<file path="src/rtl/l1_mem_arbiter_if.sv">
// Bundle of the two L1 cache request ports and the shared memory port.
// Handshake: a cache holds read/write (level) with addr/wdata stable until
// its ready pulse; memory sees one registered request and answers with a
// single-cycle mem_ready, rdata valid while mem_ready is high.
interface l1_mem_arbiter_if #(
   parameter int ADDR_W = 30,
   parameter int DATA_W = 32
);
   logic              c0_read;
   logic              c0_write;
   logic [ADDR_W-1:0] c0_addr;
   logic [DATA_W-1:0] c0_wdata;
   logic              c0_ready;
   logic [DATA_W-1:0] c0_rdata;
   logic              c1_read;
   logic              c1_write;
   logic [ADDR_W-1:0] c1_addr;
   logic [DATA_W-1:0] c1_wdata;
   logic              c1_ready;
   logic [DATA_W-1:0] c1_rdata;
   logic              mem_read;
   logic              mem_write;
   logic [ADDR_W-1:0] mem_addr;
   logic [DATA_W-1:0] mem_wdata;
   logic [DATA_W-1:0] mem_rdata;
   logic              mem_ready;

   // Arbiter view
   modport slave (
      input  c0_read, c0_write, c0_addr, c0_wdata,
      input  c1_read, c1_write, c1_addr, c1_wdata,
      input  mem_rdata, mem_ready,
      output c0_ready, c0_rdata, c1_ready, c1_rdata,
      output mem_read, mem_write, mem_addr, mem_wdata
   );

   // Environment view (caches plus memory)
   modport master (
      output c0_read, c0_write, c0_addr, c0_wdata,
      output c1_read, c1_write, c1_addr, c1_wdata,
      output mem_rdata, mem_ready,
      input  c0_ready, c0_rdata, c1_ready, c1_rdata,
      input  mem_read, mem_write, mem_addr, mem_wdata
   );
endinterface

</file>
<file path="src/rtl/l1_mem_arbiter.sv">
// Two-port arbiter sharing one memory port between the L1 I-cache (port 0)
// and the L1 D-cache (port 1). One transaction at a time, request registered
// onto the memory bus, mem_ready routed only to the owning port.
module l1_mem_arbiter #(
   parameter int ADDR_W     = 30,
   parameter int DATA_W     = 32,
   parameter int FIXED_PRIO = 0
) (
   input  logic                clk,
   input  logic                proc_reset_n,
   l1_mem_arbiter_if.slave     bus,
   output logic [1:0]          state_o
);

   typedef enum logic [1:0] {
      S_IDLE  = 2'd0,
      S_BUSY0 = 2'd1,
      S_BUSY1 = 2'd2
   } state_t;

   state_t            state_q;
   logic              last_q;
   logic              mem_read_q;
   logic              mem_write_q;
   logic [ADDR_W-1:0] mem_addr_q;
   logic [DATA_W-1:0] mem_wdata_q;

   logic              req0;
   logic              req1;
   logic              win_d;
   logic              sel_read_d;
   logic              sel_write_d;
   logic [ADDR_W-1:0] sel_addr_d;
   logic [DATA_W-1:0] sel_wdata_d;

   // Pick the winning port and mux its request; write dominates read.
   always_comb begin
      req0 = bus.c0_read | bus.c0_write;
      req1 = bus.c1_read | bus.c1_write;
      if (req0 && req1) begin
         win_d = (FIXED_PRIO != 0) ? 1'b1 : ~last_q;
      end else begin
         win_d = req1;
      end
      if (win_d) begin
         sel_write_d = bus.c1_write;
         sel_read_d  = bus.c1_read & ~bus.c1_write;
         sel_addr_d  = bus.c1_addr;
         sel_wdata_d = bus.c1_wdata;
      end else begin
         sel_write_d = bus.c0_write;
         sel_read_d  = bus.c0_read & ~bus.c0_write;
         sel_addr_d  = bus.c0_addr;
         sel_wdata_d = bus.c0_wdata;
      end
   end

   // Ownership FSM with the registered memory request.
   always_ff @(posedge clk or negedge proc_reset_n) begin
      if (!proc_reset_n) begin
         state_q     <= S_IDLE;
         last_q      <= 1'b1;
         mem_read_q  <= 1'b0;
         mem_write_q <= 1'b0;
         mem_addr_q  <= '0;
         mem_wdata_q <= '0;
      end else begin
         case (state_q)
            S_IDLE: begin
               // mem_ready here is spurious and deliberately ignored
               if (req0 || req1) begin
                  last_q      <= win_d;
                  state_q     <= win_d ? S_BUSY1 : S_BUSY0;
                  mem_read_q  <= sel_read_d;
                  mem_write_q <= sel_write_d;
                  mem_addr_q  <= sel_addr_d;
                  mem_wdata_q <= sel_wdata_d;
               end
            end
            S_BUSY0, S_BUSY1: begin
               // Cache inputs are ignored while busy; only completion matters.
               if (bus.mem_ready) begin
                  state_q     <= S_IDLE;
                  mem_read_q  <= 1'b0;
                  mem_write_q <= 1'b0;
               end
            end
            default: begin
               state_q     <= S_IDLE;
               mem_read_q  <= 1'b0;
               mem_write_q <= 1'b0;
            end
         endcase
      end
   end

   assign bus.mem_read  = mem_read_q;
   assign bus.mem_write = mem_write_q;
   assign bus.mem_addr  = mem_addr_q;
   assign bus.mem_wdata = mem_wdata_q;

   // Completion strobe goes to the owner in the same cycle as mem_ready.
   assign bus.c0_ready  = bus.mem_ready & (state_q == S_BUSY0);
   assign bus.c1_ready  = bus.mem_ready & (state_q == S_BUSY1);
   assign bus.c0_rdata  = bus.mem_rdata;
   assign bus.c1_rdata  = bus.mem_rdata;

   assign state_o = state_q;

endmodule
</file>
<file path="src/flat_wrapper.sv">
// flat-port wrapper written by rule: the top's interface ports become plain ports
module l1_mem_arbiter_flat 
#(
   parameter int ADDR_W     = 30,
   parameter int DATA_W     = 32,
   parameter int FIXED_PRIO = 0
)
  (clk, proc_reset_n, state_o, bus_c0_read, bus_c0_write, bus_c0_addr, bus_c0_wdata, bus_c1_read, bus_c1_write, bus_c1_addr, bus_c1_wdata, bus_mem_rdata, bus_mem_ready, bus_c0_ready, bus_c0_rdata, bus_c1_ready, bus_c1_rdata, bus_mem_read, bus_mem_write, bus_mem_addr, bus_mem_wdata);
  l1_mem_arbiter_if #(.ADDR_W(ADDR_W), .DATA_W(DATA_W)) bus_i ();
  input  logic clk;
  input  logic proc_reset_n;
  output logic [1:0] state_o;
  input wire logic [$bits(bus_i.c0_read)-1:0] bus_c0_read;
  input wire logic [$bits(bus_i.c0_write)-1:0] bus_c0_write;
  input wire logic [$bits(bus_i.c0_addr)-1:0] bus_c0_addr;
  input wire logic [$bits(bus_i.c0_wdata)-1:0] bus_c0_wdata;
  input wire logic [$bits(bus_i.c1_read)-1:0] bus_c1_read;
  input wire logic [$bits(bus_i.c1_write)-1:0] bus_c1_write;
  input wire logic [$bits(bus_i.c1_addr)-1:0] bus_c1_addr;
  input wire logic [$bits(bus_i.c1_wdata)-1:0] bus_c1_wdata;
  input wire logic [$bits(bus_i.mem_rdata)-1:0] bus_mem_rdata;
  input wire logic [$bits(bus_i.mem_ready)-1:0] bus_mem_ready;
  output wire logic [$bits(bus_i.c0_ready)-1:0] bus_c0_ready;
  output wire logic [$bits(bus_i.c0_rdata)-1:0] bus_c0_rdata;
  output wire logic [$bits(bus_i.c1_ready)-1:0] bus_c1_ready;
  output wire logic [$bits(bus_i.c1_rdata)-1:0] bus_c1_rdata;
  output wire logic [$bits(bus_i.mem_read)-1:0] bus_mem_read;
  output wire logic [$bits(bus_i.mem_write)-1:0] bus_mem_write;
  output wire logic [$bits(bus_i.mem_addr)-1:0] bus_mem_addr;
  output wire logic [$bits(bus_i.mem_wdata)-1:0] bus_mem_wdata;
  assign bus_i.c0_read = bus_c0_read;
  assign bus_i.c0_write = bus_c0_write;
  assign bus_i.c0_addr = bus_c0_addr;
  assign bus_i.c0_wdata = bus_c0_wdata;
  assign bus_i.c1_read = bus_c1_read;
  assign bus_i.c1_write = bus_c1_write;
  assign bus_i.c1_addr = bus_c1_addr;
  assign bus_i.c1_wdata = bus_c1_wdata;
  assign bus_i.mem_rdata = bus_mem_rdata;
  assign bus_i.mem_ready = bus_mem_ready;
  assign bus_c0_ready = bus_i.c0_ready;
  assign bus_c0_rdata = bus_i.c0_rdata;
  assign bus_c1_ready = bus_i.c1_ready;
  assign bus_c1_rdata = bus_i.c1_rdata;
  assign bus_mem_read = bus_i.mem_read;
  assign bus_mem_write = bus_i.mem_write;
  assign bus_mem_addr = bus_i.mem_addr;
  assign bus_mem_wdata = bus_i.mem_wdata;
  l1_mem_arbiter #(.ADDR_W(ADDR_W), .DATA_W(DATA_W), .FIXED_PRIO(FIXED_PRIO)) u_core (.clk(clk), .proc_reset_n(proc_reset_n), .bus(bus_i), .state_o(state_o));
endmodule
</file>
<file path="config.mk">
export PLATFORM = sky130hd
export DESIGN_NAME = l1_mem_arbiter_flat
export DESIGN_NICKNAME = d
export VERILOG_FILES = /design/src/rtl/l1_mem_arbiter_if.sv /design/src/rtl/l1_mem_arbiter.sv /design/src/flat_wrapper.sv
export SDC_FILE = /design/constraint.sdc
export NUM_CORES = 1
export LEC_CHECK = 0
export CAP_MARGIN = 40
export CORE_ASPECT_RATIO = 1.75
export CORE_MARGIN = 4
export CORE_UTILIZATION = 31
export DETAILED_ROUTE_END_ITERATION = 12
export PLACE_DENSITY = 0.85
export SLEW_MARGIN = 5
export SYNTH_ARGS = -nofsm -noshare
export SYNTH_HDL_FRONTEND = slang
export SYNTH_SLANG_ARGS = --single-unit
</file>
<file path="constraint.sdc">
create_clock -name clk -period 1.4 [get_ports clk]
set_input_delay 0.14 -clock clk [delete_from_list [all_inputs] [get_ports clk]]
set_output_delay 0.14 -clock clk [all_outputs]
set_load 0.05 [all_outputs]
</file>
Yosys cells after proc, flatten, opt, wreduce, memory -nomap -nowiden
Index checks and enable logic that the tools add are counted.

cells by class
  equal/unequal tests = 4
  multiplexer cells = 14
  bitwise operators = 9
  reduce and logical (&&, ||, !) cells = 6

operators with widths
  kind                                                                      count
  32-bit two-way mux                                                        1
  30-bit two-way mux                                                        1
  1-bit two-way mux                                                         6
  2-bit two-way mux                                                         3
  1-bit bitwise AND                                                         4
  1-bit one-hot mux with 2 select lines                                     2
  2-bit one-hot mux with 2 select lines                                     1
  2-bit AND reduction                                                       2
  1-bit inverter                                                            3
  2-bit by 1-bit == test with 1-bit output (second input constant)          1
  2-bit == test (second input constant)                                     1
  2-bit zero test                                                           1
  2-bit by 1-bit inequality test with 1-bit output (second input constant)  1
  2-bit inequality test (second input constant)                             1
  1-bit OR                                                                  2
  2-bit OR reduction                                                        1
  1-bit logical AND                                                         1
  1-bit logical OR                                                          1

word-level totals
  flip-flop bits (word level) = 67
  bits of input ports = 163
  output and inout port bits = 132
  word-level logic and storage cells = 39

Depth between registers and ports, before layout
  word-level depth = 6
  gate-level depth with buffers = 7
  depth with buffers taken out = 5

Worst setup path after synthesis
OpenSTA, ideal clock, no wires.

  path type = reg-to-reg
  start point = register u_core.state_q[0], in the netlist u_core.state_o[0]
  end point = register u_core.mem_addr_q[0], in the netlist u_core.bus.mem_addr[0]
  library setup time = 82 ps
  arrival = 1648 ps
  required time = 1318 ps
  setup slack = -330 ps
  stages on the path, launching flop included = 8
  path buffers = 2
  clock period less this slack = 1730 ps
  path through = dfrtp_1 inv_1 ha_1 o41a_1 buf_2 clkbuf_1 nor2_1 a31oi_1

between the ends
  cells in the longest elaborated chain, start to end = 2

ends and longest elaborated chain
  item                                  line                  text
  start: declaration                    l1_mem_arbiter.sv:21  state_t state_q;
  start signal: assignment              l1_mem_arbiter.sv:73  state_q <= win_d ? S_BUSY1 : S_BUSY0;
  2-bit zero test                       l1_mem_arbiter.sv:68  case (state_q)
  2-bit AND reduction (no source line)  n/a
  end signal: assignment                l1_mem_arbiter.sv:76  mem_addr_q <= sel_addr_d;
  end: declaration                      l1_mem_arbiter.sv:25  logic [ADDR_W-1:0] mem_addr_q;

No other way between the ends.
A chain may end at the register's enable or synchronous reset.

Final worst setup path
  start point = register u_core.state_q[1], in the netlist u_core.state_o[1]
  end point = register u_core.mem_wdata_q[13], in the netlist u_core.bus.mem_wdata[13]

between the ends
  cells in the longest elaborated chain, start to end = 2

ends and longest elaborated chain
  item                                  line                  text
  2-bit zero test                       l1_mem_arbiter.sv:68
  2-bit AND reduction (no source line)  n/a
  end signal: assignment                l1_mem_arbiter.sv:77  mem_wdata_q <= sel_wdata_d;
  end: declaration                      l1_mem_arbiter.sv:26  logic [DATA_W-1:0] mem_wdata_q;

No other way between the ends.

==> results by group <==
Outcome
  • Status: finished, violations left
  • Failing checks: negative setup slack

Die
  • Die ar.: 0.01430 mm2
  • Initial Util: 31.81%
  • Number of cell rows: 53
  • Die Ht: ~160 um
  • Width of the die: 92.12 um
  • Top Ports: between 200 and 300
  • CORE AREA: approximately 0.012 mm2

STA
  • Period minus WS final: 1.478 ns
  • Slew HR: 75.05%
  • Final period util: 105.6%
  • Worst-margin pin slew: roughly 0.37 ns
  • Max Clock Freq: 0.6764 GHz
  • Setup-failing EPs final: 34
  • Max-slew violations: 0
  • Worst Setup Slack, final: -0.07839 ns
  • Skew final: around 0.0066 ns
  • Final hold vios: 0
  • RSZ-0062 raised after global routing: true

Placement
  • Setup slack at placement: -0.3703 ns
  • Port Buffer Count: 198
  • Cell Area, Placed: ~0.0057 mm2
  • Global placer's final weighted congestion: ~0.85
  • Placed insts: 735
  • Dpl hpwl: 10570 um

Synth
  • Synth cell types: 28
  • Sequential share of the synthesized area: 43.71%
  • Count leader, synth: dfrtp_1
  • Most used DFF post-synth: dfrtp_1
  • Yosys top cell area share: 43.02%
  • Post-synth EDFFs: 0
  • Netlist Area Pre-Place: between 0.003 and 0.004 mm2
  • #FFs+latches synth: 67
  • Top post-synthesis cells by area: dfrtp_1 43%, buf_4 13%, a31oi_1 10%
  • Syn Inst Count: 452
  • YS warnings: 0
  • Avg Inst Size Synth: 8.493 um2
  • Share of flip-flops with an asynchronous set or reset: 100.0%
  • Syn Nets: ~620
  • Largest area contributor in the netlist: dfrtp_1
  • Top cells by count, synth: 66 x dfrtp_1, 64 x buf_4, 64 x nor2_1, 63 x o21ai_0

Power
  • Worst vdd ir: between 1500 and 2000 uV
  • Leak pwr: 2.684 nW
  • PD cells: around 2700 mW/mm2
  • Power Total: 17.95 mW

Final layout
  • Area delta synth->final: 72.91%
  • N_diodes: 0
  • Design area: 0.006638 mm2
  • Final core occ: 55.00%
  • Fin nets: 767
  • Final Instance Count excl. Fillers: 771
  • Layout fillers: 1074
  • Ratio of cells with drive above 1 in the final layout: 29.70%

Critical path
  • Crit end category: register
  • Required time of the critical path: roughly 1.6 ns
  • Worst Path Max Fanout: 8
  • Crit path from: u_core.state_o[1]$_DFFE_PN0P_
  • Worst path arrival time: between 1.5 and 2 ns
  • WS Path Type: reg -> reg
  • Crit start category: register
  • Critical R2R Launch: u_core.state_o[1]$_DFFE_PN0P_
  • Reg2reg setup slack: -0.08 ns

Route
  • Starting DRT DRC Count: between 150 and 200
  • DRT Pass-1 Iters: 4
  • DRT antenna net count: 0
  • DR WL/cell: 20.55 um
  • Vias per cell: 5.329
  • Residual DRC: 0
  • Final wirelength: about 16000 um
  • Vias after detailed routing: 4109

Min path
  • Hold_sp: bus_mem_rdata[21]
  • Hold Path Class: in -> out

Clocking
  • Clock Path Buffers: 2
  • CTS tree: yes
  • Reg clk slew, reported paths: about 0.060 ns
  • Total CTS buffers: 9
  • Skew-Pair Late Insertion Delay: roughly 0.32 ns
  • CTS Sinks: between 60 and 70
  • CTS HTree Levels: 3
  • CTS root buf: clkbuf_16

Global routing
  • Largest net degree at the start of global routing: slightly below 70
  • Vias in the first global route: 4337
  • Total track usage: 19.46%
  • GRT overflow: 0
  • Initial antenna violation count: 1
  • Wire length of the first global-routing pass: 21870 um

Job
  • Maximum Capacitance Violations: 0
==> metrics by stage <==
stage,setup TNS [ns],hold WS [ns]
finish,-0.4338,0.2800
CTS,-1.153,0.2805
global placement,-17.66,0.1708
global route,-4.115,0.2801
floorplan,-4.103,-0.1556
detailed placement,-18.57,0.1751
==> metal layers <==
metal	vias to the layer above	share of wire, %	track usage (%)
met5	-	0.082	0
met4	2	6.0	13.39
met3	91	6.4	4.403
met2	209	54	35.81
met1	1971	34	18.88
li1	1836	-	-
==> what timing repair did <==
item / CTS / global route
gates resized for setup: 24 / 46
setup buffers: 5 / 4
pin swaps: 2 / 3
hold buffers: 1 / 0
cloned: 2 / 10
endpoints found under the hold margin: 66 / 0
setup endpoints to repair: 44 / 68
==> cells by family after synthesis <==
| kind of cell | share of synthesized area, % |
|---|---|
| flip-flops | 43.71 |
| multiplexers | 0.2933 |
| buffers and inverters | 18.87 |
| adder cells (fa/ha/maj) | 0.9779 |
| AND/OR/NAND/NOR | 15.58 |
| AO/OA/AOI/OAI | 20.57 |
==> final timing paths <==
kind / endpoint / cells after the start
min in group asynchronous: u_core.bus.mem_write$_DFFE_PN0P_ / 3
worst min-delay path: bus_c1_rdata[21] / 0
worst max-delay path: u_core.bus.mem_wdata[13]$_DFFE_PN0P_ / 6
max in group asynchronous: u_core.state_o[1]$_DFFE_PN0P_ / 3
worst min register to register: u_core.bus.mem_wdata[21]$_DFFE_PN0P_ / 2
worst max register to register: u_core.bus.mem_wdata[13]$_DFFE_PN0P_ / 6
==> sequential cells by signal, summed over array words and instances (netlist names) <==
signal and count:
u_core.bus.mem_write 1, u_core.last_q 1, u_core.state_o 2, u_core.bus.mem_addr 30, u_core.bus.mem_wdata 32, u_core.bus.mem_read 1
==> report_power, final <==
part / switching (mW) / internal (mW)
clock: 0.846 / 1.61
sequential: 0.850 / 2.97
combinational: 6.94 / 4.73
total: 8.63 / 9.32
==> layout by cell type, fill, tap and decap left out, types with 3 or more instances in the layout <==
cell,netlist,final
ha_4,0,3
inv_1,6,4
clkdlybuf4s50_1,0,126
o21ai_0,63,62
nand3_1,62,61
nor2_4,0,11
buf_4,64,68
dfrtp_1,66,64
nor2_1,64,36
a31oi_1,62,59
nor2_2,0,17
clkbuf_16,0,16
buf_6,8,7
buf_12,0,31
==> worst max-delay path: stages, from the launching register on <==
cell and delay [ns]:
dfrtp_2 0.41, inv_2 0.09, ha_4 0.16, o41a_4 0.29
clkbuf_16 0.22, nor2_4 0.04, a31oi_1 0.18
==> final cells by class <==
cell class / instances / area, um2 / area share [%]
Tap cell: 165 / 206.4 / 3.110
Timing Repair Buffer: 243 / 2690 / 40.53
Inverter: 6 / 25.02 / 0.3770
Multi-Input combinational cell: 274 / 1714 / 25.82
Clock buffer: 12 / 246.5 / 3.713
Sequential cell: 67 / 1680 / 25.32
Clock inverter: 4 / 75.07 / 1.131
(Power assumes the default switching activity.)
==> RTL change 1 (same settings) <==
`DATA_W` is set to 32 in 3 places; all go to 24.
--- a/src/rtl/l1_mem_arbiter_if.sv
+++ b/src/rtl/l1_mem_arbiter_if.sv
@@ -4,7 +4,7 @@
 // single-cycle mem_ready, rdata valid while mem_ready is high.
 interface l1_mem_arbiter_if #(
    parameter int ADDR_W = 30,
-   parameter int DATA_W = 32
+   parameter int DATA_W = 24
 );
    logic              c0_read;
    logic              c0_write;
--- a/src/rtl/l1_mem_arbiter.sv
+++ b/src/rtl/l1_mem_arbiter.sv
@@ -3,7 +3,7 @@
 // onto the memory bus, mem_ready routed only to the owning port.
 module l1_mem_arbiter #(
    parameter int ADDR_W     = 30,
-   parameter int DATA_W     = 32,
+   parameter int DATA_W     = 24,
    parameter int FIXED_PRIO = 0
 ) (
    input  logic                clk,
--- a/src/flat_wrapper.sv
+++ b/src/flat_wrapper.sv
@@ -2,7 +2,7 @@
 module l1_mem_arbiter_flat 
 #(
    parameter int ADDR_W     = 30,
-   parameter int DATA_W     = 32,
+   parameter int DATA_W     = 24,
    parameter int FIXED_PRIO = 0
 )
   (clk, proc_reset_n, state_o, bus_c0_read, bus_c0_write, bus_c0_addr, bus_c0_wdata, bus_c1_read, bus_c1_write, bus_c1_addr, bus_c1_wdata, bus_mem_rdata, bus_mem_ready, bus_c0_ready, bus_c0_rdata, bus_c1_ready, bus_c1_rdata, bus_mem_read, bus_mem_write, bus_mem_addr, bus_mem_wdata);
Interface: changed (6 resized); port bits go from 295 to 247. No check against the original RTL was run, so the function may have changed too.
==> RTL change 1 against the original RTL <==
The run still ends with setup timing left; cell count shrank 22%; total power shrank 21%; clock power shrank 11%; utilization shrank 1.0 points; largest power group unchanged; final area shrank 17%; via count shrank 32%; setup slack gained 58 ps; clock skew shrank 0.82 ps; routed wire length shrank 34%; area after synthesis shrank 16%; global-route usage shrank 2.6 points; non-clock buffer count shrank 39; sequential cell count shrank 8.
==> RTL change 1: results (changes against the original RTL) <==
| Metric | Value |
|---|---|
| Status | finished with violations |
| Failing checks | setup timing |
| Worst-margin pin slew | 340 ps (-33.7 ps) |
| Vias | 2,813 (-32%) |
| Worst setup margin | -20.1 ps (+58.3 ps) |
| GPL Wtd Cong | 0.791 (-7.2%) |
| Via density | 4.69 (-12%) |
| Initial antenna violation count | 0 (-1) |
| Clk_lat worst skew | 320 ps (about the same) |
| Asr flop ratio synth | 1.00 (unchanged) |
| CTS H-tree lvls | 3 (unchanged) |
| Iter 0 DRT Violations | 89 (-55%) |
| Place WS | -395 ps (-24.4 ps) |
| Buffer depth of the longest clock path | 2 (unchanged) |
| Crit path max fanout | 2 (-6) |
| Drt pass-1 iters | 4 (unchanged) |
| Pin count of the biggest net entering global routing | 60 (-12%) |
| Synth top area cells | dfrtp_1 45%, mux2i_1 17%, buf_4 13%, o21ai_0 8.4%, nand2_1 6.5% |
| FILL cells | 911 (-15%) |
| Total GRT Usage | 0.169 (-0.0259) |
| Hold path cells | 0 (unchanged) |
| # placed instances | 571 (-22%) |
| Yosys warnings | 0 (unchanged) |
| # diodes | 0 (unchanged) |
| Sequential share of the synthesized area | 0.458 (+0.0208) |
| Buffers on Ports | 174 (-12%) |
| Crit path arrival time | 1280 ps (-430 ps) |
| DR WL/cell | 17.4 um (-15%) |
| Detailed placer's ending HPWL | 7400 um (-30%) |
| Clock-pin slew on the worst setup and hold paths | 50 ps |
| Nets | 611 (-20%) |
| Leakage Power | 2.51 nW (-6.4%) |
| Syn nets | 461 (-25%) |
| Number of global-route vias before repair | 3,042 (-30%) |
| Ys flop type | dfrtp_1 |
| First-pass GRT wire length | 15,700 um (-28%) |
| Skew final | 5.82 ps (-0.822 ps) |
| CTS Buf Count | 9 (unchanged) |
| Number of flip-flops in the largest register | 30 (-6.3%) |
| Root Buffer | clkbuf_16 |
| Worst Hold Class | primary input to output pin |
| Share of cells above drive strength 1 | 0.266 (-0.0306) |
| Post-Syn Instances | 319 (-29%) |
| Peak supply drop | 0.00153 V (+1.7%) |
| Final setup viols | 5 (-85%) |
| Synth cell count leaders | 58 x dfrtp_1, 56 x nand2_1, 54 x buf_4, 54 x mux2i_1, 54 x o21ai_0 |
| Synth cell types | 28 (unchanged) |
| Reg2Reg Depth | 6 (unchanged) |
==> RTL change 1: cell count changes after synthesis, sizes merged, moves of 15 or more <==
| cell | unedited run | this run |
|---|---|---|
| nand3 | 62 | 2 |
| nand2 | 0 | 57 |
| nor2 | 64 | 0 |
| clkbuf | 31 | 5 |
| mux2i | 0 | 54 |
| a31oi | 62 | 0 |
| buf | 75 | 60 |
==> RTL change 1: per-stage QoR <==
| step | instance area, um^2 | TNS, ps | hold slack (ps) |
|---|---|---|---|
| after floorplan | 3290 | -29.2 | -156 |
| after global placement | 4850 | -17310 | 169 |
| after detailed placement | 4850 | -20320 | 179 |
| after CTS | 5470 | -453 | 280 |
| after global routing | 5530 | -2900 | 280 |
| final | 5530 | -53.1 | 280 |
==> RTL change 1: path summary, 6_finish.rpt <==
path	startpoint	endpoint	slack, ps
min in group asynchronous	proc_reset_n	u_core.bus.mem_wdata[15]	370
max in group asynchronous	proc_reset_n	u_core.last_q	690
min	bus_mem_rdata[3]	bus_c0_rdata[3]	280
min reg2reg	u_core.bus.mem_addr[15]	u_core.bus.mem_addr[15]	480
max reg2reg	u_core.last_q	u_core.bus.mem_wdata[1]	-10
max	u_core.state_o[0]	bus_c0_ready	-20
==> RTL change 1: worst max-delay path, cell delays in order, from the launching register on <==
cell     delay [ps]
dfrtp_2         420
buf_6           130
ha_4            140
and2_4          140
buf_12          140
==> RTL change 1: repair_timing <==
item / CTS / global route
cloned: 6 / 1
endpoints found under the hold margin: 58 / 0
hold buffers: 1 / 0
setup endpoints to repair: 56 / 59
pin swaps: 3 / 6
gates resized for setup: 58 / 23
setup buffers: 7 / 0
==> RTL change 1: layer usage <==
metal,track usage,vias to the layer above,wire length (um),part of all wire
met5,0,-,0,0
met2,0.313,94,5900,0.56
li1,-,1350,-,-
met1,0.162,1310,3260,0.31
met4,0.109,0,580,0.055
met3,0.0416,59,716,0.069
==> RTL change 1: power by group <==
part	switching (mW)	total (mW)	internal [mW]
combinational	5.31	8.90	3.59
sequential	0.560	3.15	2.59
clock	0.741	2.20	1.46
total	6.61	14.2	7.64
==> RTL change 1: kinds of logic after synthesis <==
family | count (synthesis) | share of synthesized area
and+or+nand+nor | 70 | 0.0954
buffers and inverters | 67 | 0.157
AOI/OAI and AO/OA | 66 | 0.110
DFF | 59 | 0.458
muxes | 54 | 0.168
adders and majority gates | 3 | 0.0116
==> RTL change 1: layout make-up <==
cell class | count | share of cell area
Multi-Input combinational cell | 193 | 0.245
Clock buffer | 11 | 0.0457
Tap cell | 127 | 0.0287
Clock inverter | 4 | 0.00905
Sequential cell | 59 | 0.268
Timing Repair Buffer | 204 | 0.402
Inverter | 2 | 0.00136
==> RTL change 2 (same settings) <==
Made on the original files. Reset style: synchronous (`proc_reset_n`), changed in one clocked block.
--- a/src/rtl/l1_mem_arbiter.sv
+++ b/src/rtl/l1_mem_arbiter.sv
@@ -56,7 +56,7 @@
    end
 
    // Ownership FSM with the registered memory request.
-   always_ff @(posedge clk or negedge proc_reset_n) begin
+   always_ff @(posedge clk) begin
       if (!proc_reset_n) begin
          state_q     <= S_IDLE;
          last_q      <= 1'b1;
Formal check against the unedited RTL: differs if proc_reset_n is asserted again (counterexample within 4 cycles, from zero or initial values and one cycle with proc_reset_n low); with proc_reset_n held inactive, the same outputs for 4 cycles.
==> RTL change 2 against the original RTL <==
The flow still finishes with violations (setup timing); cell count decreased by 4.3%; clock skew rose by 2.7 ps; total power shrank 36%; sequential cell count is the same; count of clock-buffer cells in the layout unchanged; worst hold slack hardly changed; routed wire length grew 3.7%; die area down 5.4%; setup slack worse by 27 ps; final area fell by 9.5%; area after synthesis decreased by 5.8%; combinational power down 45%; first-iteration DRC count up 52%; synthesized cell count is 2.4% higher; critical endpoint is now u_core.bus.mem_wdata[6].
==> RTL change 2: results (changes against the original RTL) <==
| Metric | Value |
|---|---|
| Asr flop ratio synth | 0 (-1.00) |
| Total GRT Usage | 0.191 (-0.00327) |
| Detailed placer's ending HPWL | 9780 um (-7.4%) |
| Setup TNS | -255 ps (+179 ps) |
| Max-slew headroom | 0.765 (+0.0149) |
| Sequential share of the synthesized area | 0.371 (-0.0662) |
| Final setup viols | 13 (-62%) |
| Skew final | 9.37 ps (+2.73 ps) |
| Crit path arrival time | 1750 ps (+40 ps) |
| Status | finished with violations |
| Syn avg cell area | 7.81 um^2 (-8.0%) |
| # placed instances | 702 (-4.5%) |
| Pin count of the biggest net entering global routing | 70 (+2.9%) |
| Min Hold Slack | 280 ps (+0.00800 ps) |
| Reg2reg end | u_core.bus.mem_wdata[6] |
| Post-route insts no fill | 738 (-4.3%) |
| Reg2Reg Depth | 7 (+1) |
| Number of global-route vias before repair | 4,021 (-7.3%) |
| Synth cell count leaders | 125 x o21ai_0, 67 x dfxtp_1, 64 x buf_4, 63 x a31oi_1, 62 x nand3_1 |
| Iter 0 DRT Violations | 297 (+52%) |
| Syn nets | 629 (+1.8%) |
| Leakage Power | 2.37 nW (-12%) |
| Worst R2R Start | u_core.state_o[0] |
| Worst min-delay path startpoint | bus_mem_rdata[17] |
| WHS Endpoint | bus_c0_rdata[17] |
| Synth cell types | 27 (-3.6%) |
| Crit path max fanout | 7 (-1) |
| Failing checks | setup timing |
| Ys flop type | dfxtp_1 |
| Place WS | -407 ps (-36.2 ps) |
| GPL Wtd Cong | 0.869 (+1.9%) |
| Peak supply drop | 0.000877 V (-42%) |
| First-pass GRT wire length | 19,800 um (-9.5%) |
| R2r setup slk | -110 ps (-30 ps) |
| Synth top area cells | dfxtp_1 37%, o21ai_0 17%, buf_4 13%, a31oi_1 11%, nand3_1 8.6% |
| Worst setup margin | -105 ps (-26.8 ps) |
| Drt pass-1 iters | 5 (+1) |
| Routed WL | 16,400 um (+3.7%) |
==> RTL change 2: changes by cell type after synthesis, moves of 2 or more <==
| cell | delta |
|---|---|
| nand4_1 | +2 |
| o21ai_0 | +62 |
| nand2_1 | +4 |
| clkbuf_1 | +6 |
| dfrtp_1 | -66 |
| nor2_1 | -62 |
| dfxtp_1 | +67 |
==> RTL change 2: area by class of cell <==
class,count,area [um^2]
fillers,1003,5290
repair buffers,235,2470
multi-input cells,283,1700
flip-flops and latches,67,1350
clock buffers,12,246
well taps,132,165
clock inverters,4,50.0
inverters,5,23.8
==> RTL change 2: kinds of logic (layout without fill, tap and decap cells) <==
group / count (synthesis) / count (layout) / synth area share
fa+ha+maj: 3 / 3 / 0.0104
buf+inv: 115 / 256 / 0.201
simple gates: 79 / 79 / 0.112
compound gates: 199 / 201 / 0.305
flops: 67 / 67 / 0.371
==> RTL change 2: timing repair <==
action / CTS / global route
endpoints found under the setup margin: 33 / 52
resized for setup: 5 / 61
buffers inserted: 1 / 4
pin swaps: 2 / 3
cloned: 1 / 14
==> RTL change 2: worst max-delay path, cell delays in order, from the launching register on <==
cell	delay, ps
dfxtp_4	360
inv_4	60
ha_4	180
buf_12	110
o41a_4	230
buf_8	170
o21ai_0	110
a31oi_1	200
==> RTL change 2: worst max-delay path by stage <==
stage	start	to	cells after the start	slack (ps)
floorplan	u_core.state_o[1]	u_core.bus.mem_wdata[2]	7	20
global placement	bus_c0_read	u_core.bus.mem_addr[12]	6	-350
detailed placement	bus_c0_read	u_core.bus.mem_wdata[21]	5	-410
CTS	u_core.state_o[1]	u_core.bus.mem_addr[13]	6	-10
global route	u_core.state_o[0]	u_core.bus.mem_wdata[6]	7	-220
finish	u_core.state_o[0]	u_core.bus.mem_wdata[6]	7	-110
==> RTL change 2: layer usage <==
layer | share of wire | track usage | wire length [um] | vias up
met2 | 0.54 | 0.346 | 8890 | 222
met4 | 0.078 | 0.162 | 1280 | 0
met1 | 0.31 | 0.173 | 5160 | 1988
li1 | - | - | - | 1918
met5 | 0 | 0 | 0 | -
met3 | 0.068 | 0.0376 | 1110 | 106
==> RTL change 2: where the power goes <==
part / total, mW / internal (mW) / switching (mW)
logic: 6.48 / 2.51 / 3.97
registers: 2.82 / 2.47 / 0.346
clock network: 2.26 / 1.43 / 0.833
